### config.mk
export PLATFORM = sky130hd
export DESIGN_NAME = spi_master_arbiter
export DESIGN_NICKNAME = d
export VERILOG_FILES = /design/src/rtl/spi_master_arbiter_pkg.sv /design/src/rtl/spi_master_arbiter_rr_arbiter.sv /design/src/rtl/spi_master_arbiter.sv
export SDC_FILE = /design/constraint.sdc
export NUM_CORES = 1
export LEC_CHECK = 0
export BUFFER_PORTS_ARGS = -buffer_cell sky130_fd_sc_hd__buf_2
export CAP_MARGIN = 20
export CORE_MARGIN = 2
export CORE_UTILIZATION = 40
export CTS_CLUSTER_DIAMETER = 150
export CTS_CLUSTER_SIZE = 30
export DETAILED_ROUTE_END_ITERATION = 16
export PLACE_DENSITY = 0.69
export SYNTH_ARGS = -nofsm -noshare
export SYNTH_HDL_FRONTEND = slang
export SYNTH_SLANG_ARGS = --single-unit
### constraint.sdc
create_clock -name i_clock -period 4.1 [get_ports i_clock]
set_input_delay 0.205 -clock i_clock [delete_from_list [all_inputs] [get_ports i_clock]]
set_output_delay 0.205 -clock i_clock [all_outputs]
set_load 0.1 [all_outputs]
### src/rtl/spi_master_arbiter_pkg.sv
// rtl/spi_master_arbiter_pkg.sv - shared types and widths for the spi_master arbiter
package spi_master_arbiter_pkg;

    // Arbiter sequencing states
    typedef enum logic [2:0] {
        IDLE,
        LAUNCH,
        WAIT_DONE,
        RESP,
        GAP
    } state_t;

    // One counter serves both the busy watchdog and the chip-select gap.
    // It must hold BUSY_TIMEOUT-1 and CS_GAP_CYCLES-1.
    localparam int CNT_W = 16;

endpackage

### src/rtl/spi_master_arbiter_rr_arbiter.sv
// rtl/spi_master_arbiter_rr_arbiter.sv - combinational round-robin pick of one requester
//
// Ports:
//   req_i    per-requester request level
//   ptr_i    highest-priority index for this pick (always < N)
//   grant_o  one-hot winner, zero when no request
//   idx_o    binary index of the winner
//   valid_o  at least one request present
module rr_arbiter #(
    parameter int N = 4
) (
    input  logic [N-1:0]         req_i,
    input  logic [$clog2(N)-1:0] ptr_i,
    output logic [N-1:0]         grant_o,
    output logic [$clog2(N)-1:0] idx_o,
    output logic                 valid_o
);

    localparam int IW = $clog2(N);

    int          j;
    logic [IW-1:0] jj;
    logic        found;

    // Walk upward from ptr_i, wrapping once; the first set request wins.
    always_comb begin
        grant_o = '0;
        idx_o   = '0;
        found   = 1'b0;
        j       = 0;
        jj      = '0;
        for (int i = 0; i < N; i++) begin
            j = int'(ptr_i) + i;
            if (j >= N) begin
                j = j - N;
            end
            jj = IW'(j);
            if (!found && req_i[jj]) begin
                found       = 1'b1;
                grant_o[jj] = 1'b1;
                idx_o       = jj;
            end
        end
        valid_o = found;
    end

endmodule

### src/rtl/spi_master_arbiter.sv
// rtl/spi_master_arbiter.sv - round-robin sharing of one spi_master core between requesters
//
// Ports:
//   i_clock, i_reset_n                      clock, async active-low reset
//   i_req / i_req_data / i_req_cpol /
//   i_req_cpha / i_req_divider              per-requester request and transfer mode
//   o_grant                                 one-hot, launch through response
//   o_resp_valid / o_resp_data /
//   o_resp_error                            one-cycle response to the winner
//   o_busy                                  arbiter not idle
//   o_spi_enable / o_spi_cpol / o_spi_cpha /
//   o_spi_divider / o_spi_data              drive the spi_master inputs
//   i_spi_data / i_spi_done / i_spi_busy    spi_master outputs
module spi_master_arbiter
    import spi_master_arbiter_pkg::*;
#(
    parameter int NUM_REQ                 = 4,
    parameter int SPI_DATA_WIDTH          = 32,
    parameter int SPI_CLOCK_DIVIDER_WIDTH = 5,
    parameter int CS_GAP_CYCLES           = 8,
    parameter int BUSY_TIMEOUT            = 1023
) (
    input  logic                                              i_clock,
    input  logic                                              i_reset_n,
    input  logic [NUM_REQ-1:0]                                i_req,
    input  logic [NUM_REQ-1:0][SPI_DATA_WIDTH-1:0]            i_req_data,
    input  logic [NUM_REQ-1:0]                                i_req_cpol,
    input  logic [NUM_REQ-1:0]                                i_req_cpha,
    input  logic [NUM_REQ-1:0][SPI_CLOCK_DIVIDER_WIDTH-1:0]   i_req_divider,
    output logic [NUM_REQ-1:0]                                o_grant,
    output logic [NUM_REQ-1:0]                                o_resp_valid,
    output logic [SPI_DATA_WIDTH-1:0]                         o_resp_data,
    output logic                                              o_resp_error,
    output logic                                              o_busy,
    output logic                                              o_spi_enable,
    output logic                                              o_spi_cpol,
    output logic                                              o_spi_cpha,
    output logic [SPI_CLOCK_DIVIDER_WIDTH-1:0]                o_spi_divider,
    output logic [SPI_DATA_WIDTH-1:0]                         o_spi_data,
    input  logic [SPI_DATA_WIDTH-1:0]                         i_spi_data,
    input  logic                                              i_spi_done,
    input  logic                                              i_spi_busy
);

    localparam int IW = $clog2(NUM_REQ);

    state_t                               state_q, state_d;
    logic [CNT_W-1:0]                     cnt_q, cnt_d;
    logic [IW-1:0]                        ptr_q, ptr_d;
    logic [IW-1:0]                        win_q, win_d;
    logic [NUM_REQ-1:0]                   grant_q, grant_d;
    logic                                 cpol_q, cpol_d;
    logic                                 cpha_q, cpha_d;
    logic [SPI_CLOCK_DIVIDER_WIDTH-1:0]   div_q, div_d;
    logic [SPI_DATA_WIDTH-1:0]            mosi_q, mosi_d;
    logic [SPI_DATA_WIDTH-1:0]            miso_q, miso_d;
    logic                                 err_q, err_d;

    logic [NUM_REQ-1:0]                   pick_grant;
    logic [IW-1:0]                        pick_idx;
    logic                                 pick_valid;
    logic                                 wdog_expired;
    logic                                 gap_done;

    rr_arbiter #(
        .N (NUM_REQ)
    ) u_rr (
        .req_i   (i_req),
        .ptr_i   (ptr_q),
        .grant_o (pick_grant),
        .idx_o   (pick_idx),
        .valid_o (pick_valid)
    );

    // cnt_q is cleared on every state entry, so these compare against
    // "cycles already spent in this state" minus one.
    assign wdog_expired = (cnt_q == CNT_W'(BUSY_TIMEOUT - 1));
    assign gap_done     = (cnt_q == CNT_W'(CS_GAP_CYCLES - 1));

    // State register
    always_ff @(posedge i_clock or negedge i_reset_n) begin
        if (!i_reset_n) begin
            state_q <= IDLE;
            cnt_q   <= '0;
            ptr_q   <= '0;
            win_q   <= '0;
            grant_q <= '0;
            cpol_q  <= 1'b0;
            cpha_q  <= 1'b0;
            div_q   <= '0;
            mosi_q  <= '0;
            miso_q  <= '0;
            err_q   <= 1'b0;
        end else begin
            state_q <= state_d;
            cnt_q   <= cnt_d;
            ptr_q   <= ptr_d;
            win_q   <= win_d;
            grant_q <= grant_d;
            cpol_q  <= cpol_d;
            cpha_q  <= cpha_d;
            div_q   <= div_d;
            mosi_q  <= mosi_d;
            miso_q  <= miso_d;
            err_q   <= err_d;
        end
    end

    // Next-state and datapath
    always_comb begin
        state_d = state_q;
        ptr_d   = ptr_q;
        win_d   = win_q;
        grant_d = grant_q;
        cpol_d  = cpol_q;
        cpha_d  = cpha_q;
        div_d   = div_q;
        mosi_d  = mosi_q;
        miso_d  = miso_q;
        err_d   = err_q;

        case (state_q)
            IDLE: begin
                // Requester fields are sampled only here and held to RESP.
                if (pick_valid) begin
                    state_d = LAUNCH;
                    grant_d = pick_grant;
                    win_d   = pick_idx;
                    cpol_d  = i_req_cpol[pick_idx];
                    cpha_d  = i_req_cpha[pick_idx];
                    div_d   = i_req_divider[pick_idx];
                    mosi_d  = i_req_data[pick_idx];
                    miso_d  = '0;
                    err_d   = 1'b0;
                end
            end
            LAUNCH: begin
                // A done that races the first busy still counts as the result.
                if (i_spi_done) begin
                    miso_d  = i_spi_data;
                    state_d = RESP;
                end else if (wdog_expired) begin
                    miso_d  = '0;
                    err_d   = 1'b1;
                    state_d = RESP;
                end else if (i_spi_busy) begin
                    state_d = WAIT_DONE;
                end
            end
            WAIT_DONE: begin
                if (i_spi_done) begin
                    miso_d  = i_spi_data;
                    state_d = RESP;
                end else if (wdog_expired) begin
                    miso_d  = '0;
                    err_d   = 1'b1;
                    state_d = RESP;
                end
            end
            RESP: begin
                grant_d = '0;
                ptr_d   = (win_q == IW'(NUM_REQ - 1)) ? '0 : win_q + IW'(1);
                state_d = (CS_GAP_CYCLES == 0) ? IDLE : GAP;
            end
            GAP: begin
                if (gap_done) begin
                    state_d = IDLE;
                end
            end
            default: begin
                state_d = IDLE;
            end
        endcase

        if (state_d != state_q) begin
            cnt_d = '0;
        end else if (state_q == LAUNCH || state_q == WAIT_DONE || state_q == GAP) begin
            cnt_d = cnt_q + CNT_W'(1);
        end else begin
            cnt_d = '0;
        end
    end

    // Outputs
    always_comb begin
        o_grant       = grant_q;
        o_resp_valid  = (state_q == RESP) ? grant_q : '0;
        o_resp_data   = (state_q == RESP) ? miso_q : '0;
        o_resp_error  = (state_q == RESP) && err_q;
        o_busy        = (state_q != IDLE);
        o_spi_enable  = (state_q == LAUNCH);
        o_spi_cpol    = cpol_q;
        o_spi_cpha    = cpha_q;
        o_spi_divider = div_q;
        o_spi_data    = mosi_q;
    end

endmodule
# ---- Yosys cells after proc, flatten, opt, wreduce, memory -nomap -nowiden
# Index checks and enable logic that the tools add are counted.
# W data, S select, Z words.
dict set report totals {
  regBits 99
}
dict set report op_classes {
  n_reduce_logical 22
  n_addsub 9
  eq_ne 12
  n_mux 63
  magnitude_cmp 13
  n_bitwise 3
}
# op count
set op_table {}
lappend op_table {{$mux W32} 5}
lappend op_table {{$bmux W32 S2} 1}
lappend op_table {{$pmux W32 S2} 1}
lappend op_table {{$mux W16} 2}
lappend op_table {{$mux W4} 6}
lappend op_table {{$mux W3} 7}
lappend op_table {{$mux W2} 9}
lappend op_table {{$mux W1} 17}
lappend op_table {{$add A16 B1 Y16 const B} 1}
lappend op_table {{$eq A16 B10 Y1 const B} 1}
lappend op_table {{$eq A16 B3 Y1 const B} 1}
lappend op_table {{$lt A2 B3 Y1 const B} 5}
lappend op_table {{$pmux W3 S5} 1}
lappend op_table {{$bmux W1 S2} 6}
lappend op_table {{$or A4 B4 Y4} 3}
lappend op_table {{$bmux W5 S2} 1}
lappend op_table {{$ge A3 B3 Y1 const B} 3}
lappend op_table {{$demux W1 S2} 4}
lappend op_table {{$ge A2 B1 Y1 const B} 4}
lappend op_table {{$logic_and A1 B1 Y1} 8}
lappend op_table {{$pmux W4 S2} 1}
lappend op_table {{$sub A2 B1 Y2 const B} 4}
lappend op_table {{$add A2 B2 Y3 const B} 2}
lappend op_table {{$eq A3 B2 Y1 const B} 2}
lappend op_table {{other kinds (21)} 27}

# ---- Longest topological paths before layout
# Gate-level depths: netlist of the first run.
dict set report logic_depth {
  word_depth 18
  depth_mapped 12
  mapped_depth_nobuf 8
}

# ---- Cells and area by module
# Synthesis of the first run repeated with hierarchy kept, for this count alone.
dict set report unflattened {
  hier_cells 503
  hier_area_um2 5740.5
}
# mod seq_area_each_um2 area_each_um2 instances cells_per_inst
set modules_own_cells {}
lappend modules_own_cells {spi_master_arbiter 2477.4 5318.9 1 458}
lappend modules_own_cells {rr_arbiter 0.0 421.7 1 45}

# ---- Worst setup path before layout of the first run
# OpenSTA, ideal clock, no wires.
dict set report synth_path {
  kind {register -> register}
  start {reg state_q[1]}
  end {reg cnt_q[8]}
  t_arrival_ns 3.406
  synth_period_minus_slack_ns 3.475
  setup_slack_ns 0.625
  setup_time_ns 0.069
  path_stages_with_launch 7
  n_path_buf 2
  required_ns 4.031
  cell_sequence {dfrtp_1 clkbuf_1 nor3_1 and2_1 o221ai_2 buf_6 nor2_2}
}
# item line
set synth_lines {}
lappend synth_lines {{from (decl)} spi_master_arbiter.sv:47} ;# state_t state_q, state_d;
lappend synth_lines {{from (signal assigned)} spi_master_arbiter.sv:95} ;# state_q <= state_d;
lappend synth_lines {{$eq A3 B1 Y1 (*)} --}
lappend synth_lines {{via o_spi_enable} spi_master_arbiter.sv:35} ;# output logic o_spi_enable,
lappend synth_lines {{parallel branches: the longest is 3 deep, another holds $pmux W3 S5} --}
lappend synth_lines {{$mux W16 (*)} spi_master_arbiter.sv:175} ;# if (state_d != state_q) begin
lappend synth_lines {{via cnt_d[8]} spi_master_arbiter.sv:48} ;# logic [CNT_W-1:0] cnt_q, cnt_d;
lappend synth_lines {{to (signal assigned)} spi_master_arbiter.sv:96} ;# cnt_q <= cnt_d;
lappend synth_lines {{to (decl)} spi_master_arbiter.sv:48}
# Mark *: on every way through the listed nets, which the timed path passes.
# A chain may end at the register's enable or synchronous reset.

# ---- Final worst setup path of the first run
dict set report layout_path {
  start {reg ptr_q[1]}
  end {reg div_q[1] (netlist: o_spi_divider[1])}
}
dict set report layout_between {
  elab_chain_cells 16
}
# item line
set layout_lines {}
lappend layout_lines {{from (decl)} spi_master_arbiter.sv:49} ;# logic [IW-1:0] ptr_q, ptr_d;
lappend layout_lines {{from (signal assigned)} spi_master_arbiter.sv:97} ;# ptr_q <= ptr_d;
lappend layout_lines {{parallel branches: the longest is 16 deep, another holds $add A2 B1 Y3} --}
lappend layout_lines {{to (signal assigned)} spi_master_arbiter.sv:102} ;# div_q <= div_d;
lappend layout_lines {{to (decl)} spi_master_arbiter.sv:54} ;# logic [SPI_CLOCK_DIVIDER_WIDTH-1:0] div_q, div_d;
# Several ways; the timed one is not identified. The select of a mux whose other input is x is not followed.

==> results of run 1 <==
-- Yosys cell counts (all sizes together), types with 2 or more instances --
| master | number | share of area [%] |
|---|---|---|
| mux4 | 4 | 1.4 |
| nand2 | 34 | 2.0 |
| xnor2 | 4 | 0.56 |
| nor2b | 2 | 0.24 |
| nor4 | 2 | 0.20 |
| o21ai | 27 | 2.2 |
| and3 | 41 | 4.1 |
| a211oi | 3 | 0.52 |
| nor2 | 31 | 2.3 |
| ha | 11 | 2.2 |
| a22oi | 4 | 0.48 |
| and2 | 3 | 0.30 |
| xor2 | 11 | 1.5 |
| nor3 | 8 | 0.80 |
| o211ai | 2 | 0.24 |
| buf | 34 | 3.6 |
| mux2i | 62 | 9.9 |
| a22o | 96 | 13 |
| a31oi | 2 | 0.20 |
| nand3 | 12 | 0.96 |
| mux2 | 20 | 3.6 |
| a21oi | 27 | 2.2 |
| dfrtp | 99 | 40 |
| inv | 7 | 0.42 |
| a211o | 21 | 2.9 |
| a221oi | 4 | 0.56 |
| or3 | 2 | 0.20 |
| nand4 | 4 | 0.40 |
| clkbuf | 24 | 1.4 |
-- logic make-up after synthesis --
| family | count (synthesis) |
|---|---|
| AO/OA/AOI/OAI | 193 |
| XOR/XNOR | 15 |
| adder cells (fa/ha/maj) | 11 |
| buffers and inverters | 66 |
| flip-flops | 99 |
| multiplexers | 86 |
| AND/OR/NAND/NOR | 143 |
-- worst max-delay path: stages, from the launching register on --
cell	delay [ps]
dfrtp_1	630
inv_1	190
ha_1	530
mux2i_1	130
o211ai_1	440
nand2_1	580
a22o_1	420
a211o_1	270
a22o_1	180
-- worst min-delay path by stage --
| stage | depth (start not counted) | from | to |
|---|---|---|---|
| floorplan | 0 | i_reset_n | cnt_q[0]$_DFF_PN0_ |
| finish | 1 | i_reset_n | o_spi_data[23]$_DFFE_PN0P_ |
| global placement | 1 | i_reset_n | o_spi_data[23]$_DFFE_PN0P_ |
| global route | 2 | i_spi_data[24] | miso_q[24]$_DFFE_PN0P_ |
| detailed placement | 1 | i_reset_n | o_spi_data[23]$_DFFE_PN0P_ |
| CTS | 1 | i_reset_n | o_spi_data[23]$_DFFE_PN0P_ |
-- registers in the layout (all words and copies together) (netlist names) --
| register | flops |
|---|---|
| o_spi_cpol | 1 |
| win_q | 2 |
| state_q | 3 |
| err_q | 1 |
| o_spi_cpha | 1 |
| o_spi_data | 32 |
| o_grant | 4 |
| ptr_q | 2 |
| o_spi_divider | 5 |
| miso_q | 32 |
| cnt_q | 16 |
-- power breakdown --
| part | internal (mW) | switching, mW | total [mW] | leakage (nW) |
|---|---|---|---|---|
| Combinational | 1.67 | 3.80 | 5.47 | 2.89 |
| Sequential | 1.35 | 0.219 | 1.57 | 1.27 |
| Clock | 0.492 | 0.418 | 0.910 | 0.157 |
| Total | 3.51 | 4.44 | 7.95 | 4.32 |
-- layout make-up --
cell class                      count  area share, %
Sequential cell                    99           30.5
Clock buffer                        9           2.77
Tap cell                          211           3.25
Inverter                            8          0.370
Clock inverter                      7           1.17
Timing Repair Buffer              291           19.1
Multi-Input combinational cell    448           42.9
-- metrics by stage --
stage | hold slack, ps | utilization, % | instance area, um^2
floorplan | -90.6 | - | 6270
global placement | 428 | 51.0 | 7780
CTS | 41.6 | 53.1 | 8100
detailed placement | 427 | 51.0 | 7780
global route | 64.4 | 53.3 | 8130
finish | -21.2 | 53.3 | 8130
-- metal layers --
layer | share of wire, % | global-route usage [%] | vias to the layer above | routed length, um
met3 | 7.0 | 4.13 | 21 | 1210
met2 | 47 | 31.9 | 219 | 8020
met4 | 1.9 | 6.46 | 0 | 325
met5 | 0 | 0 | - | 0
met1 | 45 | 26.7 | 2616 | 7680
li1 | - | - | 2799 | -
==> results.toml, run 1 <==
[timing]
max_freq_mhz = 288
hold_viol = 9
grt_setup_unrepaired = "false"
whs_ps = -21.2
fin_skew_ps = 10.9
tns_ps = 0
period_minus_slack_ps = 3480
finalCritPeriodShare_pct = 84.8
finalSetupViolCount = 0
worst_slew_pin_slew_ps = 988
slew_viol_final = 0
setup_ws_ps = 622
relSlewSlack_pct = 34.2

[worst_setup_path]
path_max_fanout = 21
worst_setup_path_start_kind = "register"
worstPathRequired_ps = 4340
crit_path_end_kind = "register"
arrival_ps = 3720
r2r_end = "o_spi_divider[1]$_DFFE_PN0P_"
r2r_cells = 8
worst-setup-path-type = "reg -> reg"
crit_path_start = "ptr_q[1]$_DFFE_PN0P_"
rrSetupSlack_ps = 620
reg2reg_from = "ptr_q[1]$_DFFE_PN0P_"
crit_end = "o_spi_divider[1]$_DFFE_PN0P_"

[yosys]
netlist_instances = 613
synth_adder_area_share_pct = 2.20
async_flop_share_pct = 100
synth.distinct_cells = 50
syn-num-nets = 820
netlist_area_um2 = 6270
ys.flop_type = "dfrtp_1"
syn_avg_cell_area_um2 = 10.2
ys_ff_latch = 99
synth-xor-area-share_pct = 2.10
ys.warnings.count = 0
synth-compound-area-share_pct = 23.7
synth_top_family_by_area = "compound AO/OA/AOI/OAI gates"
yosys.area_share.simple_pct = 12.0
synth_seq_area_share_pct = 39.5
synth-edff-count = 0
synth_mux_area_share_pct = 14.9

[cts]
htreeDepth = 3
cts_inserted_buffers = 9
cts_tree = "yes"
root_buffer = "clkbuf_16"
post_cts_buffers = 0
clkTransAtPathRegs_ps = 70
clkLatencyLatePin_ps = 350
post_cts_resized = 0
ctsHoldBuffers = 0
cts_sinks = 99
cts.path.max_buffers = 2

[place]
place.detailed.hpwl_um = 12400
portBuffers = 277
placed_cells = 1056
routabilityCongestion = 0.798
post-place-ws_ps = 624

[floorplan]
chipHeight_um = 129
start_util_pct = 41.1
fp.dieW_um = 129
die-area_um2 = 16700
core-area_um2 = 15300
ios = 278
core.rowCount = 45

[grt]
grt_max_degree = 76
antenna_found_initial = 0
overflow = 0
grt_pass1_wl_um = 26500
track_usage_pct = 19.8
grt_pass1_vias = 5248

[worst_hold_path]
hold_class = "in -> async"

[route]
vias_per_cell = 5.27
drtPass1Iterations = 4
wl_per_cell_um = 16.1
drt_drc_violations_left = 0
vias = 5655
dr.first_iter.drc_count = 258
routed_wl_um = 17200
postRouteAntennaNets = 0

[finish]
final_cell_mix = "buf_2 (276), dfrtp_1 (99), a22o_1 (96)"
stdcell_count = 1073
multi_input_area_um2 = 3480
syn_to_final_growth_pct = 29.6
layout_commonest_cell = "buf_2"
diodes = 0
final-seq-area_um2 = 2480
final_layout_size_suffix_gt1_share_pct = 40.8
nNetsFinal = 1064
fillers = 1460

[run_status]
outcome = "complete, but fails checks"
failed_checks = "hold timing"

[power_and_ir_drop]
vdd_ir_drop_max_mv = 0.552
power_density_nw_per_um2 = 978
cellLeakagePower_nw = 4.32
power_mw = 7.95

[run]
cap_violations = 0
Note: power is estimated with default switching activity, not from simulation.
==> run 2: changes to the inputs <==
==> constraint.sdc (replaced) <==
create_clock -name i_clock -period 3.63 [get_ports i_clock]
set_input_delay 0.1815 -clock i_clock [delete_from_list [all_inputs] [get_ports i_clock]]
set_output_delay 0.1815 -clock i_clock [all_outputs]
set_load 0.1 [all_outputs]
==> run 2 against run 1 <==
- the flow now finishes without violations
- clock-buffer cell count unchanged
- non-clock buffer count up 2
- clock skew is essentially flat
- setup slack worse by 62 ps
- sequential share of layout area rose by 0.085 points
- register-to-register slack worse by 60 ps
- final cell count increased by 0.19%
- critical endpoint is now o_spi_data[21]$_DFFE_PN0P_
- largest cell class unchanged
==> results.toml, run 2 (same netlist as run 1, synthesis figures left out) <==
[grt]
grt_pass1_vias = 5497
grt_pass1_wl_um = 27000
grt_max_degree = 69
antenna_found_initial = 0
track_usage_pct = 20.0
overflow = 0

[power_and_ir_drop]
power_mw = 8.93
switching_power_mw = 5.01
pwr-share-comb_pct = 68.9
power_density_nw_per_um2 = 1100
clkPwrFrac_pct = 11.4
p_seq_share_pct = 19.8
cellLeakagePower_nw = 4.32
p_int_mw = 3.93
sw_frac_of_total_pct = 56.0
vdd_ir_drop_max_mv = 0.643

[worst_setup_path]
cpPeakStageDelay_ps = 580
reg2reg_from = "ptr_q[1]$_DFFE_PN0P_"
crit_path_end_kind = "register"
arrival_ps = 3310
crit_path_start = "ptr_q[1]$_DFFE_PN0P_"
path_depth = 8
rrSetupSlack_ps = 560
worst-setup-path-type = "reg -> reg"
worstPathRequired_ps = 3870
worst_setup_path_start_kind = "register"
critPathTopFamily = "compound AO/OA/AOI/OAI gates"
crit_chain = "inv_1 -> ha_1 -> mux2i_1 -> o211ai_1 -> nand2_1 -> a22o_1 -> a211o_1 -> a22o_1"
r2r_end = "o_spi_data[21]$_DFFE_PN0P_"
cpMostUsedCell = "a22o_1"
crit_buf_inv = 1
path_max_fanout = 21
r2r_cells = 8
slowest_stage = "nand2_1"
crit_end = "o_spi_data[21]$_DFFE_PN0P_"

[run]
cap_violations = 0

[floorplan]
fp.dieW_um = 129
core-area_um2 = 15300
start_util_pct = 41.1
core.rowCount = 45
chipHeight_um = 129
die-area_um2 = 16700
ios = 278

[place]
placed_cells = 1058
place_area_um2 = 7780
routabilityCongestion = 0.807
portBuffers = 277
post-place-ws_ps = 573
place.detailed.hpwl_um = 12800

[timing]
worst_slew_pin_slew_ps = 1030
hold_viol = 0
slew_viol_final = 0
setup_ws_ps = 561
whs_ps = 45.7
grt_setup_unrepaired = "false"
period_minus_slack_ps = 3070
max_freq_mhz = 326
relSlewSlack_pct = 31.1
finalSetupViolCount = 0
tns_ps = 0
finalCritPeriodShare_pct = 84.6
fin_skew_ps = 10.7

[finish]
syn_to_final_growth_pct = 29.3
final_layout_size_suffix_gt1_share_pct = 40.9
stdcell_count = 1075
postLayoutCoreUtil_pct = 53.1
stdcell_area_um2 = 8100
layout_commonest_cell = "buf_2"
nNetsFinal = 1066
fillers = 1433
diodes = 0
final_cell_mix = "buf_2 (276), dfrtp_1 (99), a22o_1 (96)"

[route]
postRouteAntennaNets = 0
dr.first_iter.drc_count = 345
vias = 5767
drtPass1Iterations = 4
drt_drc_violations_left = 0
routed_wl_um = 17300
wl_per_cell_um = 16.1
vias_per_cell = 5.36

[worst_hold_path]
hold_class = "in -> reg"

[cts]
clkLatencyLatePin_ps = 350
cts_inserted_buffers = 9
cts_sinks = 99
htreeDepth = 3
root_buffer = "clkbuf_16"
clkTransAtPathRegs_ps = 80
cts_tree = "yes"
post_cts_resized = 0
cts.path.max_buffers = 2
post_cts_buffers = 0

[run_status]
outcome = "completed"
-- run 2: layout make-up --
cell class	instances	area [um^2]	area share, %
sequential	99	2480	30.6
tap	211	264	3.26
clock buffer	9	225	2.78
inverter	8	30.0	0.371
clock inverter	7	87.6	1.08
timing repair buffer	293	1540	19.0
multi-input combinational	448	3480	43.0
-- run 2: per-layer routing --
layer	vias to the layer above	wire length, um	track usage [%]
met5	-	0	0
met3	16	1290	4.50
met1	2693	7510	26.9
li1	2831	-	-
met4	0	246	6.07
met2	227	8220	32.4
-- run 2: timing repair --
item                                   4_1_cts  5_1_grt
hold buffers                                 1        0
endpoints found under the hold margin       27        0
setup endpoints to repair                    0        0
-- run 2: worst min path at each step --
stage / startpoint / to / cells after the start
5_1_grt: i_spi_data[28] / miso_q[28]$_DFFE_PN0P_ / 2
4_1_cts: i_spi_data[24] / miso_q[24]$_DFFE_PN0P_ / 2
6_report: i_spi_data[24] / miso_q[24]$_DFFE_PN0P_ / 2
3_5_place_dp: i_reset_n / miso_q[17]$_DFFE_PN0P_ / 1
2_1_floorplan: i_reset_n / cnt_q[0]$_DFF_PN0_ / 0
3_3_place_gp: i_reset_n / miso_q[12]$_DFFE_PN0P_ / 1
-- run 2: power groups by stage --
stage                     Clock [mW]  Sequential (mW)  Combinational, mW
final                           1.02             1.77               6.15
after global routing            1.11             1.81               6.56
after CTS                       1.04             1.77               6.19
after detailed placement           0             1.78               6.19
after global placement             0             1.78               6.15
after floorplan                    0             3.38               3.49
==> run 3: changes to the inputs <==
--- a/config.mk
+++ b/config.mk
@@ -12,7 +12,7 @@
 export CTS_CLUSTER_DIAMETER = 150
 export CTS_CLUSTER_SIZE = 30
 export DETAILED_ROUTE_END_ITERATION = 16
-export PLACE_DENSITY = 0.69
+export PLACE_DENSITY = 0.72
 export SYNTH_ARGS = -nofsm -noshare
 export SYNTH_HDL_FRONTEND = slang
 export SYNTH_SLANG_ARGS = --single-unit
==> constraint.sdc (replaced) <==
create_clock -name i_clock -period 2.65 [get_ports i_clock]
set_input_delay 0.1325 -clock i_clock [delete_from_list [all_inputs] [get_ports i_clock]]
set_output_delay 0.1325 -clock i_clock [all_outputs]
set_load 0.1 [all_outputs]
==> run 3 against run 2 <==
- critical path depth fell by 1
- fmax rose by 22%
- clock power rose by 45%
- utilization rose by 2.0 points
- die area did not move
- clock-buffer cell count rose by 1
- sequential cell count did not move
- final cell count rose by 1.4%
- worst hold slack got worse by 26 ps
- first-iteration DRC count fell by 42%
- critical endpoint is now o_spi_data[18]$_DFFE_PN0P_
- highest routed layer unchanged
==> results.toml, run 3 (same netlist as run 1, synthesis figures left out) <==
[worst_hold_path]
hold_class = "in -> reg"
hp-start = "i_spi_data[24]"

[finish]
final_layout_size_suffix_gt1_share_pct = 42.3
final_cell_mix = "buf_2 (276), dfrtp_1 (99), a22o_1 (96)"
layout_commonest_cell = "buf_2"
syn_to_final_growth_pct = 34.1
stdcell_count = 1090
stdcell_area_um2 = 8410
fillers = 1404
diodes = 0
nNetsFinal = 1081

[timing]
hold_viol = 0
grt_setup_unrepaired = "true"
relSlewSlack_pct = 45.1
finalCritPeriodShare_pct = 95.1
max_freq_mhz = 397
worst_slew_pin_slew_ps = 823
setup_ws_ps = 130
fin_skew_ps = 8.89
whs_ps = 19.9
finalSetupViolCount = 0
slew_viol_final = 0
period_minus_slack_ps = 2520

[cts]
cts_tree = "yes"
cts_inserted_buffers = 9
clkTransAtPathRegs_ps = 70
root_buffer = "clkbuf_16"
cts.path.max_buffers = 2
cts_sinks = 99
htreeDepth = 3
clkLatencyLatePin_ps = 340

[run_status]
outcome = "completed"

[grt]
overflow = 0
grt_pass1_wl_um = 26800
grt_max_degree = 63
track_usage_pct = 20.1
grt_pass1_vias = 5417
antenna_found_initial = 0

[worst_setup_path]
path_max_fanout = 19
worst-setup-path-type = "reg -> reg"
crit_path_start = "ptr_q[0]$_DFFE_PN0P_"
crit_path_end_kind = "register"
worst_setup_path_start_kind = "register"
worstPathRequired_ps = 2870
reg2reg_from = "ptr_q[0]$_DFFE_PN0P_"
arrival_ps = 2740

[floorplan]
ios = 278
die-area_um2 = 16700
fp.dieW_um = 129
core-area_um2 = 15300
chipHeight_um = 129
start_util_pct = 41.1
core.rowCount = 45

[route]
routed_wl_um = 17200
postRouteAntennaNets = 0
vias_per_cell = 5.38
dr.max_layer_used = "met4"
vias = 5860
met2_length_um = 8170
dr.first_iter.drc_count = 199
wl_met1_um = 7490
dr_wl_met3_um = 1220
wl_per_cell_um = 15.8
drt_drc_violations_left = 0
drtPass1Iterations = 4

[place]
portBuffers = 277
place.detailed.hpwl_um = 12800
place_area_um2 = 7960
post-place-ws_ps = -7.54
placed_cells = 1071
routabilityCongestion = 0.841

[power_and_ir_drop]
power_density_nw_per_um2 = 1530
vdd_ir_drop_max_mv = 1.14
power_mw = 12.9
cellLeakagePower_nw = 4.45

[run]
cap_violations = 0
-- run 3: cell count changes in the layout (fill, tap and decap cells not counted), sizes merged --
cell      previous run  this run
buf                292       306
bufinv               1         3
clkbuf               9        11
clkinvlp             0         1
inv                 12         8
-- run 3: power by group --
group	total (mW)	internal [mW]	leakage (nW)	switching, mW
Sequential	2.42	2.09	1.27	0.333
Combinational	8.99	2.96	3.01	6.03
Clock	1.48	0.925	0.163	0.559
-- run 3: critical path, stage by stage, from the launching register on --
cell     delay (ps)
dfrtp_1         420
buf_6           220
mux4_2          580
nor2b_4         220
buf_12          170
o41ai_1          60
or4_1           530
a22o_1          200
-- run 3: routing by layer --
| layer | track usage, % | vias to the layer above |
|---|---|---|
| li1 | - | 2840 |
| met1 | 26.1 | 2765 |
| met2 | 33.2 | 233 |
| met3 | 4.17 | 22 |
| met4 | 7.29 | 0 |
| met5 | 0 | - |
-- run 3: path summary, 6_finish.rpt --
| kind | end | slack, ps | cells after the start |
|---|---|---|---|
| max | o_spi_data[18]$_DFFE_PN0P_ | 130 | 7 |
| min | miso_q[24]$_DFFE_PN0P_ | 20 | 2 |
| max reg2reg | o_spi_data[18]$_DFFE_PN0P_ | 130 | 7 |
| min reg2reg | o_spi_data[25]$_DFFE_PN0P_ | 480 | 2 |
| max in group asynchronous | miso_q[2]$_DFFE_PN0P_ | 1530 | 3 |
| min in group asynchronous | o_spi_data[24]$_DFFE_PN0P_ | 450 | 2 |
-- run 3: metrics by stage --
step	setup TNS, ps	util (%)
final	0	55.1
after global routing	-13.8	55.1
after CTS	0	54.5
after detailed placement	-7.54	52.2
after global placement	0	52.2
after floorplan	0	-
-- run 3: layout make-up --
type                    count  area [um^2]  share of cell area (%)
clock buffers              10          229                    2.72
clock inverters             6          111                    1.32
inverters                   8         35.0                   0.417
multi-input cells         448         3520                    41.9
flip-flops and latches     99         2480                    29.5
well taps                 211          264                    3.14
repair buffers            308         1760                    21.0
-- run 3: what timing repair did --
action                                  CTS  global route
endpoints found under the setup margin    3            87
resized for setup                         1            11
buffers inserted                          0             1
pin swaps                                 1             2
hold endpoints to repair                 61             0
hold buffers                              1             0
gates cloned                              0             1
